### config.mk
export PLATFORM = sky130hd
export DESIGN_NAME = modport_alu
export DESIGN_NICKNAME = d
export VERILOG_FILES = /design/src/rtl/modport_alu.sv
export SDC_FILE = /design/constraint.sdc
export NUM_CORES = 1
export LEC_CHECK = 0
export ABC_CLOCK_PERIOD_IN_PS = 5000
export BUFFER_PORTS_ARGS = -buffer_cell sky130_fd_sc_hd__clkbuf_2
export CELL_PAD_IN_SITES_DETAIL_PLACEMENT = 1
export CELL_PAD_IN_SITES_GLOBAL_PLACEMENT = 2
export CORE_MARGIN = 2
export CORE_UTILIZATION = 36
export CTS_CLUSTER_SIZE = 16
export DETAILED_ROUTE_END_ITERATION = 6
export PLACE_DENSITY = 0.91
export SLEW_MARGIN = 15
export SYNTH_ARGS = -nofsm -noshare
export SYNTH_HDL_FRONTEND = slang
export SYNTH_SLANG_ARGS = --single-unit
export TNS_END_PERCENT = 10
### constraint.sdc
create_clock -name clk -period 5 [get_ports clk]
set_clock_uncertainty 0.1 [all_clocks]
set_input_delay 0.5 -clock clk [delete_from_list [all_inputs] [get_ports clk]]
set_output_delay 0.5 -clock clk [all_outputs]
set_load 0.02 [all_outputs]
### src/rtl/modport_alu.sv
// RV32I integer ALU for the execute stage: decodes alu_op, registers result/zero
// with one cycle of latency and an in_valid/out_valid qualifier pair.
module modport_alu #(
  parameter int WIDTH = 32
) (
  input  logic             clk,
  input  logic             reset,
  input  logic             in_valid,
  input  logic [3:0]       alu_op,
  input  logic [WIDTH-1:0] in_a,
  input  logic [WIDTH-1:0] in_b,
  output logic             out_valid,
  output logic [WIDTH-1:0] result,
  output logic             zero
);

  localparam logic [3:0] OP_AND  = 4'b0000;
  localparam logic [3:0] OP_OR   = 4'b0001;
  localparam logic [3:0] OP_ADD  = 4'b0010;
  localparam logic [3:0] OP_XOR  = 4'b0011;
  localparam logic [3:0] OP_SLL  = 4'b0100;
  localparam logic [3:0] OP_SRL  = 4'b0101;
  localparam logic [3:0] OP_SUB  = 4'b0110;
  localparam logic [3:0] OP_SRA  = 4'b0111;
  localparam logic [3:0] OP_SLT  = 4'b1000;
  localparam logic [3:0] OP_SLTU = 4'b1001;

  function automatic logic [WIDTH-1:0] alu_core(
    input logic [3:0]       op,
    input logic [WIDTH-1:0] a,
    input logic [WIDTH-1:0] b
  );
    logic signed [WIDTH-1:0] sa;
    logic signed [WIDTH-1:0] sb;
    logic        [4:0]       shamt;
    logic        [WIDTH-1:0] res;
    sa    = a;
    sb    = b;
    shamt = b[4:0];
    res   = '0;
    case (op)
      OP_AND:  res = a & b;
      OP_OR:   res = a | b;
      OP_ADD:  res = a + b;
      OP_XOR:  res = a ^ b;
      OP_SLL:  res = a << shamt;
      OP_SRL:  res = a >> shamt;
      OP_SUB:  res = a - b;
      OP_SRA:  res = sa >>> shamt;
      OP_SLT:  res = {{(WIDTH-1){1'b0}}, (sa < sb)};
      OP_SLTU: res = {{(WIDTH-1){1'b0}}, (a < b)};
      default: res = '0;
    endcase
    return res;
  endfunction

  logic [WIDTH-1:0] w_result_p0;
  logic             w_zero_p0;
  logic [WIDTH-1:0] r_result_p1;
  logic             r_zero_p1;
  logic             r_vld_p1;

  assign w_result_p0 = alu_core(alu_op, in_a, in_b);
  assign w_zero_p0   = (w_result_p0 == '0);

  // p0 -> p1: capture on valid only so result/zero hold across idle cycles
  always_ff @(posedge clk) begin
    if (reset) begin
      r_result_p1 <= '0;
      r_zero_p1   <= 1'b1;
      r_vld_p1    <= 1'b0;
    end else begin
      r_vld_p1 <= in_valid;
      if (in_valid) begin
        r_result_p1 <= w_result_p0;
        r_zero_p1   <= w_zero_p0;
      end
    end
  end

  assign out_valid = r_vld_p1;
  assign result    = r_result_p1;
  assign zero      = r_zero_p1;

endmodule

==> results.json <==
{
  "drt-initial-drc-count": 1867,
  "die_area_sq_um": 33800,
  "fin_util_pct": 40.6,
  "start_util_pct": 36.7,
  "end_kind": "register",
  "final_cell_mix": "nor2_1, nand2_1, inv_1, a21oi_1, clkbuf_2",
  "startpoint_type": "input pin",
  "clkTransAtPathRegs_ns": 0.05,
  "clock_latency_ns": 0.28,
  "fin_ws_ns": 0.343,
  "post_cts_buffers": 0,
  "area_growth_pct": 10.6,
  "worst_path_max_delay_cell": "mux4_2",
  "peakVddDrop_v": 0.000114,
  "antenna_found_initial": 1,
  "final_nets": 1833,
  "syn-num-nets": 1786,
  "htreeDepth": 2,
  "ys_ff_latch": 34,
  "drt-total-wl_um": 64600,
  "ant_nets": 0,
  "yosys_warnings": 0,
  "ff2ff_path_depth": 2,
  "finalHoldViolations": 0,
  "tritoncts": "yes",
  "place_ws_ns": 0.215,
  "fmax_mhz": 215,
  "crit_required_ns": 5.10,
  "num_antenna_cells": 0,
  "avgViaCountPerCell": 6.93,
  "path_class": "in2reg",
  "io_pins": 105,
  "period_share_pct": 93.1,
  "slew_headroom_pct": 26.6,
  "r2r_slack_ns": 4.08,
  "drive_gt1_share_pct": 18.4,
  "leakagePower_nw": 5.35,
  "cp_data_arrival_time_ns": 4.76,
  "r2r-end": "result[27]",
  "rsz0062_at_grt": "false",
  "fill_cells": 4011,
  "finalSetupTns_ns": 0,
  "cp_cell_sequence": "buf_4 > buf_12 > mux4_2 > mux2i_1 > o311ai_1 > nor3_1 > a21oi_1 > nor3_1 > nand4_1 > or4_1 > nor4_1 > nand4_1 > o31ai_1",
  "drt_first_pass_iters": 6,
  "num_vias": 14300,
  "hold_depth": 2,
  "rr_startpoint": "result[27]",
  "cts_buffers": 5,
  "synthArstFlopShare_pct": 0,
  "synth_area_sq_um": 11600,
  "grt_pass1_wl_um": 95000,
  "io_buffers": 104,
  "slew_violations": 0,
  "total_power_mw": 2.10,
  "synth_area_per_cell_sq_um": 7.21,
  "power.density_nw_per_um2": 163,
  "layout_commonest_cell": "nor2_1",
  "synthCells": 1616,
  "core_sq_um": 31700,
  "postCtsHoldBufs": 0,
  "gp_congestion": 1.06,
  "grt_pass1_vias": 13900,
  "die_h_um": 184,
  "clock-root-buffer": "clkbuf_16",
  "dominantRegCellSynth": "dfxtp_1",
  "dieWidth_um": 184,
  "yosysSeqAreaShare_pct": 5.85,
  "hpwl_um": 51200,
  "drc": 0,
  "overflow": 0,
  "min_period_ns": 4.66,
  "setup_violations": 0,
  "hp-start": "result[5]",
  "cp-startpoint": "in_b[1]",
  "synth.distinct_cells": 93,
  "synth_edf_count": 0,
  "drv_cap": 0,
  "worst_pin_slew_ns": 1.10,
  "hold_path_end": "result[5]",
  "hp-class": "reg2reg",
  "cts_resized": 0,
  "critPathMaxStageDelay_ns": 0.56,
  "grt_usage_pct": 37.6,
  "grt_max_degree": 71,
  "cp_max_fo": 59,
  "clk_path_buf_depth": 2,
  "wl_per_cell_um": 31.3,
  "floorplan.rows": 65,
  "cts_sinks": 34,
  "status": "complete, no violations"
}
==> synthesized netlist by cell type (22+ instances only) <==
master    count  area (sq um)
mux4_2       51          1150
nor3_1       46           230
mux2_2       23           259
nand3_1      37           185
a21oi_1     104           521
inv_1       106           398
dfxtp_1      34           681
o22ai_1      22           138
a31oi_1      22           138
nor2_1      169           634
o21ai_0      85           425
clkbuf_1     89           334
buf_2        38           190
nand4_1      22           138
ha_1         97          1210
o211ai_1     29           218
mux2i_1      81           811
nand2_1     132           495
a211oi_1     49           368
==> layout make-up <==
class,count,area [sq um],area share [%]
clock inverter,2,10.0,0.0777
tap,402,503,3.91
clock buffer,5,125,0.972
sequential,34,681,5.29
inverter,112,420,3.26
multi-input combinational,1319,9890,76.8
timing repair buffer,191,1240,9.66
==> report_power, final <==
group	switching [mW]	leakage, nW	internal (mW)	total, mW
registers	0.0120	0.282	0.294	0.306
logic	0.977	5.00	0.517	1.49
clock network	0.119	0.0694	0.180	0.299
==> cells by family after synthesis <==
family,synth area share [%]
simple gates,20.8
mux,20.1
xor+xnor,0.978
fa+ha+maj,10.8
flops,5.85
compound gates,32.1
buf+inv,9.43
==> stage by stage <==
stage          instance area (sq um)  instances  hold WS (ns)
2_1_floorplan                  11600       1616         0.448
3_3_place_gp                   12700       2058         0.368
3_5_place_dp                   12700       2058         0.367
4_1_cts                        12900       2065         0.381
5_1_grt                        12900       2065         0.405
6_report                       12900       2065         0.382
==> state kept, by name, summed over array words and instances (netlist names) <==
signal,flops
result,32
out_valid,1
zero,1
==> layer usage <==
metal	vias to the layer above	GRT usage, %	wire length (um)
li1	6199	-	-
met1	7104	52.0	27800
met2	867	57.9	27800
met3	147	5.71	5480
met4	2	16.7	3500
met5	-	0	16
==> worst max-delay path by stage <==
stage | slack [ns] | endpoint | cells after the start
2_1_floorplan | 0.55 | zero | 18
6_report | 0.34 | zero | 13
4_1_cts | 0.47 | zero | 13
3_5_place_dp | 0.21 | zero | 13
5_1_grt | 0.11 | zero | 13
3_3_place_gp | 0.18 | zero | 13
==> critical path: cells and delay by family <==
kind,cells,cell delay [ns]
mux,2,0.93
simple gates,6,2.08
buf+inv,2,0.60
compound gates,3,0.60
Note: power is estimated with default switching activity, not from simulation.
